### src/rtl/uart_pkg.sv
// Shared types and helpers for the UART receive path: FSM state encoding,
// parity-type constants and the expected-parity function.
package uart_pkg;

  typedef enum logic [2:0] {
    IDLE,
    START,
    DATA,
    PARITY,
    STOP
  } rx_state_e;

  localparam logic PAR_EVEN = 1'b0;
  localparam logic PAR_ODD  = 1'b1;

  // Widest data word the parity helper accepts; narrower words are zero-padded.
  localparam int MAX_DATA_WIDTH = 32;

  function automatic logic calc_parity(input logic [MAX_DATA_WIDTH-1:0] data,
                                       input logic                      typ);
    return (typ == PAR_EVEN) ? (^data) : ~(^data);
  endfunction

endpackage

### src/rtl/uart_rx_sampler.sv
// Bit timing for the UART receiver: tick and bit counters plus the sample point.
// Build option UART_RX_MAJORITY_EN selects a 3-sample majority vote around mid-bit.
module uart_rx_sampler #(
  parameter int PRESCALE  = 8,
  parameter int BIT_CNT_W = 4
) (
  input  logic                 clk,
  input  logic                 rst,
  input  logic                 rx_in,
  input  logic                 active,
  input  logic                 start,
  output logic                 sampled_bit,
  output logic                 sample_strobe,
  output logic                 bit_end,
  output logic [BIT_CNT_W-1:0] bit_cnt
);

  localparam int TICK_W = $clog2(PRESCALE);
  localparam logic [TICK_W-1:0] LAST_TICK = TICK_W'(PRESCALE - 1);

  // tick holds the index (within the current bit) of the upcoming clock edge,
  // so the start edge itself counts as tick 0.
  logic [TICK_W-1:0] tick;

  always_ff @(posedge clk) begin
    if (rst) begin
      tick    <= '0;
      bit_cnt <= '0;
    end else if (!active) begin
      tick    <= start ? TICK_W'(1) : '0;
      bit_cnt <= '0;
    end else if (bit_end) begin
      tick    <= '0;
      bit_cnt <= bit_cnt + 1'b1;
    end else begin
      tick <= tick + 1'b1;
    end
  end

  assign bit_end = active && (tick == LAST_TICK);

`ifdef UART_RX_MAJORITY_EN
  localparam logic [TICK_W-1:0] DECIDE_TICK = TICK_W'(PRESCALE / 2 + 1);

  // hist[0]/hist[1] hold the line one and two edges back: ticks P/2 and P/2-1
  // when the decision is taken at tick P/2+1.
  logic [1:0] hist;

  always_ff @(posedge clk) begin
    if (rst) begin
      hist <= 2'b11;
    end else begin
      hist <= {hist[0], rx_in};
    end
  end

  assign sample_strobe = active && (tick == DECIDE_TICK);
  assign sampled_bit   = (hist[0] & hist[1]) | (hist[0] & rx_in) | (hist[1] & rx_in);
`else
  localparam logic [TICK_W-1:0] MID_TICK = TICK_W'(PRESCALE / 2);

  assign sample_strobe = active && (tick == MID_TICK);
  assign sampled_bit   = rx_in;
`endif

endmodule

### src/rtl/uart_rx.sv
// UART receiver: start / data (LSB first) / optional parity / stop framing with
// registered result strobes. Build option UART_RX_MAJORITY_EN enables majority sampling.
module uart_rx
  import uart_pkg::*;
#(
  parameter int DATA_WIDTH = 8,
  parameter int PRESCALE   = 8
) (
  input  logic                  CLK,
  input  logic                  RST,
  input  logic                  RX_IN,
  input  logic                  party_en,
  input  logic                  party_typ,
  output logic [DATA_WIDTH-1:0] P_DATA,
  output logic                  data_valid,
  output logic                  par_err,
  output logic                  stp_err,
  output logic                  busy
);

  localparam int BIT_CNT_W = $clog2(DATA_WIDTH + 4);

  rx_state_e state, next_state;

  logic                  active, start, frame_done;
  logic                  sampled_bit, sample_strobe, bit_end;
  logic [BIT_CNT_W-1:0]  bit_cnt;
  logic [DATA_WIDTH-1:0] shift_reg;
  logic                  par_en_q, par_typ_q;
  logic                  start_bad, par_mis, stop_bad;
  logic                  start_bad_now, stop_bad_now;
  logic [MAX_DATA_WIDTH-1:0] par_word;

  assign active     = (state != IDLE);
  assign start      = (state == IDLE) && !RX_IN;
  assign frame_done = (state == STOP) && bit_end;

  // With majority sampling at small prescales the decision can land on the
  // bit's last tick, so the fresh sample is used directly in that case.
  assign start_bad_now = sample_strobe ? sampled_bit  : start_bad;
  assign stop_bad_now  = sample_strobe ? !sampled_bit : stop_bad;

  uart_rx_sampler #(
    .PRESCALE  (PRESCALE),
    .BIT_CNT_W (BIT_CNT_W)
  ) u_sampler (
    .clk           (CLK),
    .rst           (RST),
    .rx_in         (RX_IN),
    .active        (active),
    .start         (start),
    .sampled_bit   (sampled_bit),
    .sample_strobe (sample_strobe),
    .bit_end       (bit_end),
    .bit_cnt       (bit_cnt)
  );

  always_ff @(posedge CLK) begin
    if (RST) begin
      state <= IDLE;
    end else begin
      state <= next_state;
    end
  end

  always_comb begin
    next_state = state;
    case (state)
      IDLE:    if (!RX_IN) next_state = START;
      START:   if (bit_end) next_state = start_bad_now ? IDLE : DATA;
      DATA:    if (bit_end && (bit_cnt == BIT_CNT_W'(DATA_WIDTH)))
                 next_state = par_en_q ? PARITY : STOP;
      PARITY:  if (bit_end) next_state = STOP;
      STOP:    if (bit_end) next_state = IDLE;
      default: next_state = IDLE;
    endcase
  end

  always_comb begin
    busy = (state != IDLE);
  end

  always_comb begin
    par_word                 = '0;
    par_word[DATA_WIDTH-1:0] = shift_reg;
  end

  // data_valid/par_err/stp_err are single-cycle strobes with no backpressure:
  // the consumer must take P_DATA in the cycle data_valid is high.
  always_ff @(posedge CLK) begin
    if (RST) begin
      shift_reg  <= '0;
      par_en_q   <= 1'b0;
      par_typ_q  <= 1'b0;
      start_bad  <= 1'b0;
      par_mis    <= 1'b0;
      stop_bad   <= 1'b0;
      P_DATA     <= '0;
      data_valid <= 1'b0;
      par_err    <= 1'b0;
      stp_err    <= 1'b0;
    end else begin
      data_valid <= 1'b0;
      par_err    <= 1'b0;
      stp_err    <= 1'b0;
      if (start) begin
        par_en_q  <= party_en;
        par_typ_q <= party_typ;
        start_bad <= 1'b0;
        par_mis   <= 1'b0;
        stop_bad  <= 1'b0;
      end
      if (sample_strobe) begin
        case (state)
          START:   start_bad <= sampled_bit;
          DATA:    shift_reg <= {sampled_bit, shift_reg[DATA_WIDTH-1:1]};
          PARITY:  par_mis   <= (sampled_bit != calc_parity(par_word, par_typ_q));
          STOP:    stop_bad  <= !sampled_bit;
          default: ;
        endcase
      end
      if (frame_done) begin
        if (!par_mis && !stop_bad_now) begin
          P_DATA     <= shift_reg;
          data_valid <= 1'b1;
        end
        par_err <= par_mis;
        stp_err <= stop_bad_now;
      end
    end
  end

endmodule

### config.mk
export PLATFORM = sky130hd
export DESIGN_NAME = uart_rx
export DESIGN_NICKNAME = d
export VERILOG_FILES = /design/src/rtl/uart_pkg.sv /design/src/rtl/uart_rx_sampler.sv /design/src/rtl/uart_rx.sv
export SDC_FILE = /design/constraint.sdc
export NUM_CORES = 1
export LEC_CHECK = 0
export ABC_AREA = 1
export ABC_CLOCK_PERIOD_IN_PS = 2000
export BUFFER_PORTS_ARGS = -buffer_cell sky130_fd_sc_hd__buf_2
export CAP_MARGIN = 40
export CORE_MARGIN = 5
export CORE_UTILIZATION = 55
export CTS_BUF_LIST = sky130_fd_sc_hd__clkbuf_2 sky130_fd_sc_hd__clkbuf_4 sky130_fd_sc_hd__clkbuf_8
export CTS_CLUSTER_SIZE = 28
export DETAILED_ROUTE_END_ITERATION = 7
export PLACE_DENSITY_LB_ADDON = 0.3
export RECOVER_POWER = 100
export SLEW_MARGIN = 10
export SYNTH_ARGS = -nofsm -noshare
export SYNTH_HDL_FRONTEND = slang
export SYNTH_SLANG_ARGS = --single-unit
export TNS_END_PERCENT = 10
### constraint.sdc
create_clock -name CLK -period 2 [get_ports CLK]
set_input_delay 0.4 -clock CLK [delete_from_list [all_inputs] [get_ports CLK]]
set_output_delay 0.4 -clock CLK [all_outputs]
set_load 0.03 [all_outputs]
After elaboration in Yosys (flattened, before gate mapping)
Cells that the tools add are included.
{ "word_totals": {"wordCells": 72, "output_inout_bits": 12, "register_bits": 34, "in_bits": 5} }
{ "op_classes": {"n_mux": 24, "n_eq_ne": 13, "n_bitwise": 3, "n_reduce_logical": 17, "addsub": 2} }
{ "op_table": {"columns": ["operator", "n"], "rows": [
  ["32-bit XOR reduction", 1],
  ["3-bit two-way mux", 8],
  ["3-bit one-hot mux with 5 select lines", 1],
  ["1-bit two-way mux", 14],
  ["2-bit inequality test, second input constant", 5],
  ["3-bit == test, second input constant", 3],
  ["3-bit by 2-bit == test with 1-bit output, second input constant", 2],
  ["1-bit logical AND", 6],
  ["5-bit AND reduction", 1],
  ["4-bit by 1-bit adder with 4-bit output, second input constant", 1],
  ["4-bit == test, second input constant", 1],
  ["2-bit AND reduction", 2],
  ["2-bit OR reduction", 2],
  ["3-bit by 1-bit adder with 3-bit output, second input constant", 1],
  ["3-bit by 1-bit == test with 1-bit output, second input constant", 1],
  ["1-bit zero test", 3],
  ["3-bit zero test", 1],
  ["1-bit NOT", 3],
  ["3-bit nonzero test", 1],
  ["2-bit two-way mux", 1],
  ["1-bit inequality test", 1]
]} }

Longest topological paths before layout
Gate-level depths: netlist of the first run.
{ "depth": {"word_depth": 6, "mapped_depth": 10, "ltp_nobuf": 10} }

Modules after synthesis
A second synthesis of the first run with hierarchy kept.
{ "unflattened": {"hier_cells": 229, "area_unflattened_um2": 1645.3} }
{ "modules_own_cells": {"columns": ["module", "seq_area_each_um2", "n_inst", "cells_per_inst", "area_each_um2"], "rows": [
  ["uart_rx", 540.5, 1, 185, 1296.2],
  ["uart_rx_sampler", 140.1, 1, 44, 349.1]
]} }

Worst setup path before layout of the first run
No wires, ideal clock.
{ "synth_path": {"kind": "reg-to-reg", "startpoint": "register u_sampler.tick[0]", "endpoint": "register P_DATA[6]", "arrival_ns": 1.421, "path_slack_ns": 0.464, "stages_incl_launch_ff": 9, "path_cell_list": "dfxtp_1 ha_1 ha_1 inv_2 nor3_4 buf_6 nand3_1 nand2_1 nor2_1"} }
{ "synth_between": {"elab_chain_cells": 6, "word_cells_on_any_way": 9, "classes_between": "eq/ne (2); mux (1); reduce/logical (6)"} }
{ "synth_lines": {"columns": ["item", "line", "text"], "rows": [
  ["start: declaration", "uart_rx_sampler.sv:23", "logic [TICK_W-1:0] tick;"],
  ["start signal: assignment", "uart_rx_sampler.sv:30", "tick <= start ? TICK_W'(1) : '0;"],
  ["start signal: assignment", "uart_rx_sampler.sv:36", "tick <= tick + 1'b1;"],
  ["3-bit == test", "uart_rx_sampler.sv:62", "assign sample_strobe = active && (tick == MID_TICK);"],
  ["1-bit logical AND", "uart_rx_sampler.sv:62", null],
  ["1-bit two-way mux", "uart_rx.sv:41", "assign stop_bad_now = sample_strobe ? !sampled_bit : stop_bad;"],
  ["1-bit zero test", "uart_rx.sv:123", "if (!par_mis && !stop_bad_now) begin"],
  ["1-bit logical AND", "uart_rx.sv:123", null],
  ["2-bit AND reduction (no line) (*)", null, null],
  ["end signal: assignment", "uart_rx.sv:124", "P_DATA <= shift_reg;"],
  ["end: declaration", "uart_rx.sv:14", "output logic [DATA_WIDTH-1:0] P_DATA,"]
]} }
Mark *: on every way between the ends. The rest lies on a longest branch, timed or not.
A chain may end at the register's enable or synchronous reset.

Worst setup path after layout of the first run
{ "layout_path": {"startpoint": "register state[0]", "endpoint": "output port busy"} }
{ "layout_between": {"elab_chain_cells": 1} }
{ "layout_lines": {"columns": ["item", "line", "text"], "rows": [
  ["start: declaration", "uart_rx.sv:23", "rx_state_e state, next_state;"],
  ["start signal: assignment", "uart_rx.sv:62", "state <= next_state;"],
  ["3-bit nonzero test", "uart_rx.sv:80", "busy = (state != IDLE);"],
  ["end: declaration", "uart_rx.sv:18", "output logic busy"]
]} }
No other way between the ends.

==> results of run 1 <==
-- layout make-up --
class | instances | share of cell area (%)
timing repair buffer | 18 | 4.55
inverter | 26 | 5.46
multi-input combinational | 159 | 46.1
clock inverter | 1 | 0.280
clock buffer | 7 | 3.29
sequential | 34 | 38.1
tap | 31 | 2.17
-- path summary, 6_finish.rpt --
| check | startpoint | end | slack [ns] | depth (start not counted) |
|---|---|---|---|---|
| max | state[0] | busy | 0.22 | 3 |
| min | party_typ | par_typ_q | 0.32 | 3 |
| max reg2reg | state[0] | P_DATA[6] | 0.31 | 8 |
| min reg2reg | P_DATA[6] | P_DATA[6] | 0.50 | 2 |
-- metrics by stage --
step	power [uW]	setup slack (ns)	hold slack, ns	utilization [%]	cell area (um^2)
2_1_floorplan	1080	0.464	0.454	-	1650
3_3_place_gp	1170	0.364	0.459	61.7	1750
3_5_place_dp	1170	0.344	0.470	61.7	1750
4_1_cts	1570	0.335	0.307	64.0	1810
5_1_grt	1640	0.116	0.314	63.2	1790
6_report	1540	0.216	0.317	63.2	1790
-- routing by layer --
layer	share of wire (%)	global-route usage (%)
met2	40	24.8
met1	53	23.6
met5	0	0
met4	2.0	9.50
met3	5.1	4.15
-- worst max-delay path: cells and delay by family (launching register included) --
family,cells,cell delay (ns)
DFF,1,0.45
and+or+nand+nor,2,0.31
buffers and inverters,1,0.27
-- cell families after synthesis --
| group | after synthesis | share of synthesized area, % |
|---|---|---|
| AO/OA/AOI/OAI | 41 | 13.9 |
| AND/OR/NAND/NOR | 105 | 28.6 |
| flip-flops | 34 | 41.2 |
| buffers and inverters | 32 | 8.26 |
| adder cells (fa/ha/maj) | 5 | 3.79 |
| XOR/XNOR | 8 | 4.24 |
-- power groups by stage --
| stage | registers, uW | clock network, uW | logic [uW] |
|---|---|---|---|
| 2_1_floorplan | 768 | 0 | 316 |
| 3_5_place_dp | 775 | 0 | 395 |
| 3_3_place_gp | 773 | 0 | 396 |
| 6_report | 759 | 406 | 379 |
| 4_1_cts | 759 | 415 | 397 |
| 5_1_grt | 765 | 452 | 424 |
-- cells in the final DEF, fill, tap and decap left out, drive strengths merged --
master,n
nand2,57
dfxtp,34
inv,26
a21oi,26
nor2,23
nand3,20
clkbuf,19
o21ai,11
buf,6
xor2,5
ha,5
xnor2,3
nor3b,2
a211oi,1
nand3b,1
or2,1
o211ai,1
nor3,1
o2111a,1
a31oi,1
clkinv,1
==> results.toml, run 1 <==
[status]
outcome = "complete, no violations"

[global_route]
grt_max_degree = 21
overflow = 0
grt_pass1_wl_mm = 5.64
antenna_found_initial = 0
first_global_vias = 1270
grt_usage_pct = 17.2

[yosys]
ys_seq_elements = 34
synthDistinctLibCells = 28
synth_area_leaders = "dfxtp_1, nand2_1, a21oi_1"
synth.most_common_cell = "nand2_1"
yosysWarnings = 0
synthTopCellsByCount = "nand2_1, dfxtp_1, a21oi_1, inv_1, nor2_1"
yosysTopAreaCell = "dfxtp_1"
synth_area_mm2 = 0.00165
yosysSeqAreaShare_pct = 41.2
syn_inst = 225
synth_area_per_cell_um2 = 7.34
synth_top_area_share_pct = 41.2
synth_edf_count = 0
synthArstFlopShare_pct = 0
synthFlopType = "dfxtp_1"
syn_nets = 235

[layout]
multi_input_area_um2 = 825
register_area_um2 = 681
nFillCells = 263
layout-drive-gt1-share_pct = 8.98
syn_to_final_growth_pct = 8.18
fin_cells = 276
antenna_cells = 0
nNetsFinal = 254

[placement]
dp_hpwl_mm = 2.35
numPortBuffers = 16
place_congestion = 0.802
dp.cells = 268

[run]
maxCapViolCount = 0

[timing]
tns_ns = 0
maxSlewViolCount = 0
setup_violations = 0
max_freq_mhz = 561
worst_slew_pin_slew_ns = 0.429
rsz0062_at_grt = "no"
period_share_pct = 89.2
hold_viol = 0
fin_skew_ns = 0.0196
finalCriticalPeriod_ns = 1.78
slew_headroom_pct = 71.4

[die]
fp.dieW_um = 64.8
die-area_mm2 = 0.00420
die_y_um = 64.8
coreArea_mm2 = 0.00283
io_pins = 17
rows = 19
start_util_pct = 58.4

[route]
first_pass_iters = 4
num_vias = 1420
wirelength_mm = 3.19
drt_first_iter_violations = 72
drc_errors = 0
ant_nets = 0
wl_per_cell_um = 11.6
viasPerCell = 5.14

[power]
seqPwrFrac_pct = 49.1
ir_drop_v = 0.000519
pwr-share-clk_pct = 26.3
p_int_uw = 1030
p_sw_uw = 516
power_density_mw_per_mm2 = 864
p_sw_share_pct = 33.4
p_comb_share_pct = 24.5
leakage_uw = 0.000775

[clock_network]
cts_tree = "built"
htree_levels = 2
cts_buffers = 5
path_clk_slew_ns = 0.11
clockBufferDepth = 2
post_cts_buffers = 0
cts_hold_buf = 0
cts_sinks = 34
clk_latency_ns = 0.34
clockRootBuffer = "clkbuf_4"
ctsResizeCount = 0

[worst_setup_path]
crit_required_ns = 1.60
critPathMaxStageDelay_ns = 0.45
critPathArrivalTime_ns = 1.38
cp_max_fo = 8
critPathSlowestCell = "dfxtp_1"
end_kind = "output port"
path_cells = "nor2_4 -> nand2_1 -> clkbuf_2"
cp-start-kind = "flop"
critical_path_class = "reg -> out"

[min_path]
hold_class = "in -> reg"
Power figures use the tool's default switching activity.
==> inputs of run 2 (changes only) <==
- ABC_CLOCK_PERIOD_IN_PS: 2000 -> 2100
- CORE_UTILIZATION: 55 -> 50
- clock period: 2 -> 2.1 ns (I/O delays scaled with it)
==> run 2 against run 1 <==
Effect of this change: via count fell by 0.92%; worst setup slack better by 0.063 ns; total power shrank 5.5%; sequential power fell by 5.4%; sequential share of layout area stayed put; clock power down 2%; clock-buffer cell count unchanged; die area up 8.4%; clock skew down 0.014 ns; largest cell class unchanged; largest power group unchanged.
==> results.toml, run 2 (synthesized netlist as in run 1, its figures left out) <==
[worst_setup_path]
timing.rr.start = "state[0]"
cp_max_fo = 8
crit_start = "state[0]"
critPathSlowestCell = "dfxtp_1"
r2r_setup_slack_ns = 0.36
critPathArrivalTime_ns = 1.40
end_kind = "output port"
cp-start-kind = "flop"
crit_required_ns = 1.68
path_cells = "nor2_1 -> nand2_1 -> clkbuf_1"
critical_path_class = "reg -> out"
critPathMaxStageDelay_ns = 0.41

[die]
start_util_pct = 53.2
fp.dieW_um = 67.5
die_y_um = 67.5
rows = 20
io_pins = 17
coreArea_mm2 = 0.00310
die-area_mm2 = 0.00455

[route]
met2_length_mm = 1.18
first_pass_iters = 4
highest_layer = "met4"
num_vias = 1407
viasPerCell = 4.87
drt_first_iter_violations = 42
drt-met1-wl_mm = 1.72
wl_per_cell_um = 10.8
drc_errors = 0
wirelength_mm = 3.11
ant_nets = 0
routed-wl-met3_um = 155

[clock_network]
clockBufferDepth = 2
post_cts_buffers = 0
ctsResizeCount = 0
cts_hold_buf = 0
cts_buffers = 5
clockRootBuffer = "clkbuf_4"
clk_latency_ns = 0.34
path_clk_slew_ns = 0.10
cts_sinks = 34
htree_levels = 2
cts_tree = "built"

[min_path]
holdCritStartpoint = "party_en"
hold_class = "in -> reg"

[power]
leakage_uw = 0.000759
p_int_uw = 970
p_comb_share_pct = 23.5
p_sw_share_pct = 33.5
ir_drop_v = 0.000418
p_sw_uw = 489
power_density_mw_per_mm2 = 817
seqPwrFrac_pct = 49.2
pwr-share-clk_pct = 27.3

[placement]
place_ws_ns = 0.483
dp_hpwl_mm = 2.26
place_congestion = 0.802
numPortBuffers = 16

[layout]
antenna_cells = 0
nNetsFinal = 254
syn_to_final_growth_pct = 8.18
nFillCells = 323
multi_input_area_um2 = 810
layout-drive-gt1-share_pct = 7.76
final_cell_mix = "nand2_1, dfxtp_1, inv_1, a21oi_1, nor2_1"
register_area_um2 = 681
mostFrequentLayoutCell = "nand2_1"

[timing]
rsz0062_at_grt = "no"
period_share_pct = 86.7
setup_violations = 0
slew_headroom_pct = 71.2
worst_slack_ns = 0.280
maxSlewViolCount = 0
fin_skew_ns = 0.00582
worst_slew_pin_slew_ns = 0.431
hold_viol = 0
finalCriticalPeriod_ns = 1.82
tns_ns = 0
max_freq_mhz = 549

[global_route]
first_global_vias = 1203
grt_pass1_wl_mm = 5.32
grt_usage_pct = 15.7
overflow = 0
grt_max_degree = 21
antenna_found_initial = 0

[run]
maxCapViolCount = 0

[status]
outcome = "complete, no violations"
## run 2: cell counts in the layout (fill, tap and decap cells not counted)
No cell type changed its count.
## run 2: metal layers
metal  track usage [%]  vias to the layer above
li1                  -                      763
met1              23.0                      610
met2              19.8                       29
met3              4.49                        5
met4              9.62                        0
met5                 0                        -
## run 2: path summary, 6_finish.rpt
path               endpoint  cells past startpoint
setup / recovery       busy                      3
hold / removal     par_en_q                      3
setup reg to reg  P_DATA[6]                      8
hold reg to reg   P_DATA[2]                      2
## run 2: layout make-up
class	instances	area share (%)
multi-input combinational	159	45.3
sequential	34	38.1
inverter	26	5.46
timing repair buffer	18	4.48
clock buffer	7	3.29
tap	44	3.08
clock inverter	1	0.280
## run 2: power by group through the flow
stage | Sequential [uW] | Combinational, uW | Clock [uW]
finish | 718 | 343 | 398
global route | 722 | 396 | 444
CTS | 723 | 376 | 404
detailed placement | 739 | 375 | 0
global placement | 737 | 372 | 0
floorplan | 731 | 301 | 0
## run 2: worst max-delay path: cells and delay by family, from the launching register on
kind          cells  cell delay [ns]
buf+inv           1             0.35
flops             1             0.41
simple gates      2             0.32
## run 2: metrics by stage
stage	cells	total power [uW]	hold WS, ns	instance area [um^2]	utilization [%]
after global placement	281	1110	0.462	1760	56.8
final	289	1460	0.339	1790	57.6
after floorplan	225	1030	0.454	1650	-
after global routing	289	1560	0.350	1790	57.6
after CTS	289	1500	0.333	1830	58.9
after detailed placement	281	1110	0.467	1760	56.8
